===== src/rtl/i2c_pkg.sv =====
// Shared I2C constants: bus idle level, default conditioner parameters and
// the filter counter width helper.
package i2c_pkg;

  localparam logic        I2C_IDLE        = 1'b1;
  localparam int unsigned DEF_SYNC_STAGES = 2;
  localparam int unsigned DEF_FLT_CYC     = 4;

  // Counter must hold 0..FLT_CYC-1; a 1-clock filter still gets one bit.
  function automatic int unsigned flt_cnt_w(input int unsigned flt_cyc);
    return (flt_cyc > 1) ? $clog2(flt_cyc) : 1;
  endfunction

endpackage


===== src/rtl/i2c_line_flt.sv =====
// One I2C line: synchronizer chain, stability counter, filtered flop and
// registered rise/fall pulses. The _c outputs are the combinational update strobes.
module i2c_line_flt
  import i2c_pkg::*;
#(
  parameter int unsigned SYNC_STAGES = DEF_SYNC_STAGES,
  parameter int unsigned FLT_CYC     = DEF_FLT_CYC
) (
  input  logic clk,
  input  logic rst_n,
  input  logic pin,
  output logic line_f,
  output logic rise,
  output logic fall,
  output logic rise_c,
  output logic fall_c
);

  localparam int unsigned     CNT_W   = flt_cnt_w(FLT_CYC);
  localparam logic [CNT_W-1:0] CNT_MAX = CNT_W'(FLT_CYC - 1);

  logic [SYNC_STAGES-1:0] sync_q;
  logic                   s;
  logic [CNT_W-1:0]       cnt_q;
  logic [CNT_W-1:0]       cnt_d;
  logic                   upd_c;

  // Synchronizer chain, preset to the idle level.
  always_ff @(posedge clk or negedge rst_n) begin
    if (!rst_n) begin
      sync_q <= {SYNC_STAGES{I2C_IDLE}};
    end else begin
      sync_q <= {sync_q[SYNC_STAGES-2:0], pin};
    end
  end

  assign s = sync_q[SYNC_STAGES-1];

  // Count consecutive clocks of disagreement; accept on the FLT_CYC-th.
  always_comb begin
    cnt_d = '0;
    upd_c = 1'b0;
    if (s != line_f) begin
      if (cnt_q == CNT_MAX) begin
        upd_c = 1'b1;
      end else begin
        cnt_d = cnt_q + CNT_W'(1);
      end
    end
  end

  assign rise_c = upd_c & s;
  assign fall_c = upd_c & ~s;

  always_ff @(posedge clk or negedge rst_n) begin
    if (!rst_n) begin
      cnt_q  <= '0;
      line_f <= I2C_IDLE;
      rise   <= 1'b0;
      fall   <= 1'b0;
    end else begin
      cnt_q  <= cnt_d;
      line_f <= upd_c ? s : line_f;
      rise   <= rise_c;
      fall   <= fall_c;
    end
  end

endmodule


===== src/rtl/i2c_bus_filter.sv =====
// I2C receive-side conditioner: filtered SCL/SDA, SCL edge pulses and, when
// I2C_FLT_COND_EN is defined, START/STOP detection with BUS_BUSY.
module i2c_bus_filter
  import i2c_pkg::*;
#(
  parameter int unsigned SYNC_STAGES = DEF_SYNC_STAGES,
  parameter int unsigned FLT_CYC     = DEF_FLT_CYC
) (
  input  logic clk,
  input  logic rst_n,
  input  logic scl_in,
  input  logic sda_in,
  output logic scl_f,
  output logic sda_f,
  output logic scl_rise,
  output logic scl_fall,
  output logic start_det,
  output logic stop_det,
  output logic bus_busy
);

  logic scl_rise_c;
  logic scl_fall_c;
  logic sda_rise_c;
  logic sda_fall_c;
  logic sda_rise;
  logic sda_fall;

  i2c_line_flt #(
    .SYNC_STAGES (SYNC_STAGES),
    .FLT_CYC     (FLT_CYC)
  ) u_scl (
    .clk    (clk),
    .rst_n  (rst_n),
    .pin    (scl_in),
    .line_f (scl_f),
    .rise   (scl_rise),
    .fall   (scl_fall),
    .rise_c (scl_rise_c),
    .fall_c (scl_fall_c)
  );

  i2c_line_flt #(
    .SYNC_STAGES (SYNC_STAGES),
    .FLT_CYC     (FLT_CYC)
  ) u_sda (
    .clk    (clk),
    .rst_n  (rst_n),
    .pin    (sda_in),
    .line_f (sda_f),
    .rise   (sda_rise),
    .fall   (sda_fall),
    .rise_c (sda_rise_c),
    .fall_c (sda_fall_c)
  );

`ifdef I2C_FLT_COND_EN
  logic scl_hold_c;
  logic start_c;
  logic stop_c;

  // SDA transition counts only while filtered SCL is high and not moving this edge.
  always_comb begin
    scl_hold_c = scl_f & ~(scl_rise_c | scl_fall_c);
    start_c    = scl_hold_c & sda_fall_c;
    stop_c     = scl_hold_c & sda_rise_c;
  end

  always_ff @(posedge clk or negedge rst_n) begin
    if (!rst_n) begin
      start_det <= 1'b0;
      stop_det  <= 1'b0;
      bus_busy  <= 1'b0;
    end else begin
      start_det <= start_c;
      stop_det  <= stop_c;
      if (start_c) begin
        bus_busy <= 1'b1;
      end else if (stop_c) begin
        bus_busy <= 1'b0;
      end
    end
  end

  logic unused_sda_pulse;
  assign unused_sda_pulse = sda_rise ^ sda_fall;
`else
  logic unused_cond;
  assign unused_cond = ^{scl_rise_c, scl_fall_c, sda_rise_c, sda_fall_c, sda_rise, sda_fall};

  assign start_det = 1'b0;
  assign stop_det  = 1'b0;
  assign bus_busy  = 1'b0;
`endif

endmodule


===== config.mk =====
export PLATFORM = sky130hd
export DESIGN_NAME = i2c_bus_filter
export DESIGN_NICKNAME = d
export VERILOG_FILES = /design/src/rtl/i2c_pkg.sv /design/src/rtl/i2c_line_flt.sv /design/src/rtl/i2c_bus_filter.sv
export SDC_FILE = /design/constraint.sdc
export NUM_CORES = 1
export LEC_CHECK = 0
export CORE_AREA = 2 2 39 41
export DETAILED_ROUTE_END_ITERATION = 8
export DIE_AREA = 0 0 41 43
export GPL_TIMING_DRIVEN = 0
export SLEW_MARGIN = 5
export SYNTH_ARGS = -nofsm -noshare
export SYNTH_HDL_FRONTEND = slang
export SYNTH_SLANG_ARGS = --single-unit

===== constraint.sdc =====
create_clock -name clk -period 1.4 [get_ports clk]
set_input_delay 0.14 -clock clk [delete_from_list [all_inputs] [get_ports clk]]
set_output_delay 0.14 -clock clk [all_outputs]
set_load 0.02 [all_outputs]

# [After elaboration in Yosys (flattened, before gate mapping)]
# Cells that the tools add are included.
[word_totals] ff_bits=12 input_bits=4 output_inout_bits=7 wordCells=25
[op_classes] add_sub_neg=2 n_eq_ne=4 n_mux=8 bitwise=3
[ops] cell="2-bit 2-to-1 mux" n=4
[ops] cell="2-bit by 1-bit adder with 2-bit output (second input constant)" n=2
[ops] cell="2-bit equality test (second input constant)" n=2
[ops] cell="1-bit 2-to-1 mux" n=4
[ops] cell="1-bit bitwise AND" n=2
[ops] cell="1-bit inequality test" n=2
[ops] cell="1-bit inverter" n=1

# [Depth between registers and ports, before layout]
[depth] word_depth=4 depth_mapped=2 depth_no_buf=2

# [Hierarchy]
# A second synthesis with hierarchy kept.
[hier_totals] cells_unflattened=32 hier_area_um2=521.8
[by_module_without_submodules] module="i2c_line_flt" instances=2 cells_each=14 area_per_inst_um2=247.7 seq_area_each_um2=178.9
[by_module_without_submodules] module="i2c_bus_filter" instances=1 cells_each=4 area_per_inst_um2=26.3 seq_area_each_um2=0.0

# [Least setup slack after synthesis]
# OpenSTA, ideal clock, no wires.
[synth_path] kind="register -> register" start="reg u_scl.cnt_q[0]" end="reg u_scl.line_f" setup_ns=0.085 t_arrival_ns=0.906 required_ns=1.315 setup_slack_ns=0.409 path_stages_with_launch=3 n_path_buf=0 synth_period_minus_slack_ns=0.991 cell_sequence="dfrtp_1 > ha_1 > mux2_1"
[synth_between] elab_chain_len=3
[synth_rtl] element="from (decl)" line="i2c_line_flt.sv:24" text="logic [CNT_W-1:0] cnt_q;"
[synth_rtl] element="from (signal assigned)" line="i2c_line_flt.sv:62" text="cnt_q <= cnt_d;"
[synth_rtl] element="2-bit equality test" line="i2c_line_flt.sv:44" text="if (cnt_q == CNT_MAX) begin"
[synth_rtl] element="1-bit 2-to-1 mux" line="i2c_line_flt.sv:44"
[synth_rtl] element="1-bit 2-to-1 mux" line="i2c_line_flt.sv:43" text="if (s != line_f) begin"
[synth_rtl] element="to (signal assigned)" line="i2c_line_flt.sv:63" text="line_f <= upd_c ? s : line_f;"
[synth_rtl] element="to (decl)" line="i2c_line_flt.sv:12" text="output logic line_f,"
# No other way between the ends.
# A chain may end at the register's enable or synchronous reset.

# [Worst setup path in the final report]
[layout_path] start="reg u_scl.rise" end="out scl_rise"
[layout_rtl] element="from (decl)" line="i2c_line_flt.sv:13" text="output logic rise,"
[layout_rtl] element="from (signal assigned)" line="i2c_line_flt.sv:64" text="rise <= rise_c;"
[layout_rtl] element="to (decl)" line="i2c_bus_filter.sv:15" text="output logic scl_rise,"
# No word-level cell between the ends.

==> flow_metrics.py <==
metrics = {
    "run_status": {
        "status": "finished clean",
    },
    "floorplanning": {
        "die_h_um": 43,
        "row_count": 14,
        "die_x_um": 41,
        "start_util_pct": 32.64,
        "fp.coreArea_um2": 1384,
        "ios": 11,
        "fp.dieArea_um2": 1763,
    },
    "clock_network": {
        "numCtsBuffers": 3,
        "insertion_delay_ns": 0.27,
        "cts.clk_slew.worst_paths_ns": 0.07,
        "cts_hold_buffers": 0,
        "cts_tree": "built",
        "cts_setup_buffers": 0,
        "clockRootBuffer": "clkbuf_4",
        "htreeDepth": 1,
        "cts_resized": 2,
        "clkSinkCount": 12,
        "clock_path_buffers": 2,
    },
    "sta": {
        "finalMaxSlewViolations": 0,
        "rsz0062_at_grt": "no",
        "worst_slack_ns": 0.08492,
        "setup_viol": 0,
        "holdWs_ns": 0.2152,
        "relSlewSlack_pct": 65.16,
        "fin_crit_ns": 1.315,
        "worstMarginPinSlew_ns": 0.5210,
        "fin_setup_tns_ns": 0,
        "skew_ns": 0.004920,
        "finalHoldViolCount": 0,
        "timing.fmax_mhz": 760.4,
        "fin_crit_sh_pct": 93.93,
    },
    "setup_path": {
        "path_buf_inv": 1,
        "end_kind": "output pin",
        "crit_chain": "clkdlybuf4s50_1",
        "slowest_delay_ns": 0.59,
        "critPathMaxFanout": 1,
        "critPathTopFamily": "buffers and inverters",
        "worstPathRequired_ns": 1.26,
        "slowest_stage": "clkdlybuf4s50_1",
        "critPathKind": "flop to output pin",
        "r2r_setup_slack_ns": 0.33,
        "crit_arrival_ns": 1.18,
        "startpoint_type": "flop",
    },
    "final_layout": {
        "fin_nets": 48,
        "n_antenna_cell": 0,
        "drive_gt1_share_pct": 36.59,
        "stdcell_area_um2": 583.1,
        "mostFrequentLayoutCells": "dfrtp_1, dfstp_2, clkdlybuf4s50_1",
        "area_delta_synth_final_pct": 29.09,
        "final_cell_count_no_fill": 57,
    },
    "synth": {
        "synth_warnings": 0,
        "syn_area_per_cell_um2": 16.13,
        "synth.area.top_cells": "dfstp_2, dfrtp_1, ha_1",
        "ys_types": 13,
        "synth_area_um2": 451.7,
        "synth_largest_area_cell": "dfstp_2",
        "synth-seq-cells": 12,
        "netlist_instances": 28,
        "seq_area_frac_synth_pct": 68.14,
        "yosysTopAreaCellShare_pct": 34.90,
    },
    "placement": {
        "placed_cells": 53,
        "preCtsSetupSlack_ns": 0.1070,
        "port_buffers": 7,
        "dpl_cell_area_um2": 549.3,
        "routabilityCongestion": 0.7319,
        "dp_hpwl_um": 522,
    },
    "global_routing": {
        "grt_pass1_vias": 253,
        "gr-total-overflow": 0,
        "grt_usage_pct": 10.25,
        "antenna_found_initial": 0,
        "grt_first_pass_wirelength_um": 1083,
        "grt_max_degree": 13,
    },
    "pwr": {
        "seqPwrFrac_pct": 49.0,
        "p_leak_nw": 0.2810,
        "p_sw_share_pct": 28.57,
        "p_per_area_nw_per_um2": 1829,
        "p_sw_mw": 0.3047,
        "clkPwrFrac_pct": 24.5,
        "combPwrFrac_pct": 26.5,
        "ir_worst_vdd_v": 0.0008685,
        "power.internal_mw": 0.7619,
    },
    "routing": {
        "postRouteAntennaNets": 0,
        "wirelength_um": 650,
        "routedWlPerCell_um": 11.40,
        "vias": 232,
        "drt-initial-drc-count": 0,
        "first_pass_iters": 1,
        "avgViaCountPerCell": 4.070,
        "drc": 0,
    },
    "run": {
        "maxCapViolations": 0,
    },
    "hold_path": {
        "hp-class": "input pin to asynchronous set/reset pin",
    },
}
## cells in the mapped netlist, drive strengths merged
cell   instances
dfrtp          6
xor2           1
and3b          2
buf            3
nor3b          1
nor2b          1
conb           1
and2           1
xnor2          1
ha             2
nor3           1
mux2           2
dfstp          6
## flip-flops by register name (all words and copies together) (netlist names)
signal and flops:
u_scl.cnt_q 2, u_scl.rise 1, u_sda.sync_q 2, u_scl.sync_q 2, u_scl.fall 1, u_sda.cnt_q 2
u_sda.line_f 1, u_scl.line_f 1
## per-layer routing
| metal | up-vias | track usage, % | wire [um] |
|---|---|---|---|
| met3 | 0 | 3.665 | 44 |
| met1 | 114 | 9.622 | 212 |
| met5 | - | 0 | 0 |
| li1 | 112 | - | - |
| met2 | 6 | 16.56 | 392 |
| met4 | 0 | 8.000 | 0 |
## logic make-up (layout without fill, tap and decap cells)
group	count (synthesis)	after routing	synth area share (%)
xor gates and xnor gates	2	2	3.879
and+or+nand+nor	6	6	11.64
adders and majority gates	2	2	5.539
other	1	3	0.8302
DFF	12	12	68.14
muxes	2	2	4.986
buffers and inverters	3	14	4.986
## power groups by stage
stage / logic, mW / clock network (mW) / registers (mW)
global route: 0.321 / 0.293 / 0.536
floorplan: 0.149 / 0 / 0.559
CTS: 0.291 / 0.278 / 0.524
detailed placement: 0.309 / 0 / 0.532
global placement: 0.283 / 0 / 0.518
finish: 0.283 / 0.262 / 0.522
## through the flow
| stage | utilization (%) | power (mW) |
|---|---|---|
| global route | 42.13 | 1.150 |
| global placement | 39.69 | 0.8005 |
| CTS | 42.13 | 1.093 |
| floorplan | - | 0.7078 |
| finish | 42.13 | 1.067 |
| detailed placement | 39.69 | 0.8405 |
## path summary, 6_finish.rpt
path,startpoint,end,cells after the start
setup / recovery,u_scl.rise,scl_rise,1
hold / removal,rst_n,u_sda.cnt_q[1],1
setup reg to reg,u_scl.cnt_q[0],u_scl.line_f,2
hold reg to reg,u_scl.sync_q[0],u_scl.sync_q[1],0
max in group asynchronous,rst_n,u_scl.line_f,1
min in group clk,scl_in,u_scl.sync_q[0],1
## cell type report
type | count | area (um2)
multi-input combinational | 15 | 128.9
clock buffer | 4 | 36.28
sequential | 12 | 307.8
buffer | 3 | 22.52
tap | 16 | 20.02
timing repair buffer | 7 | 67.56
fill | 136 | 800.8
No activity file was read; power rests on OpenSTA's default activity.
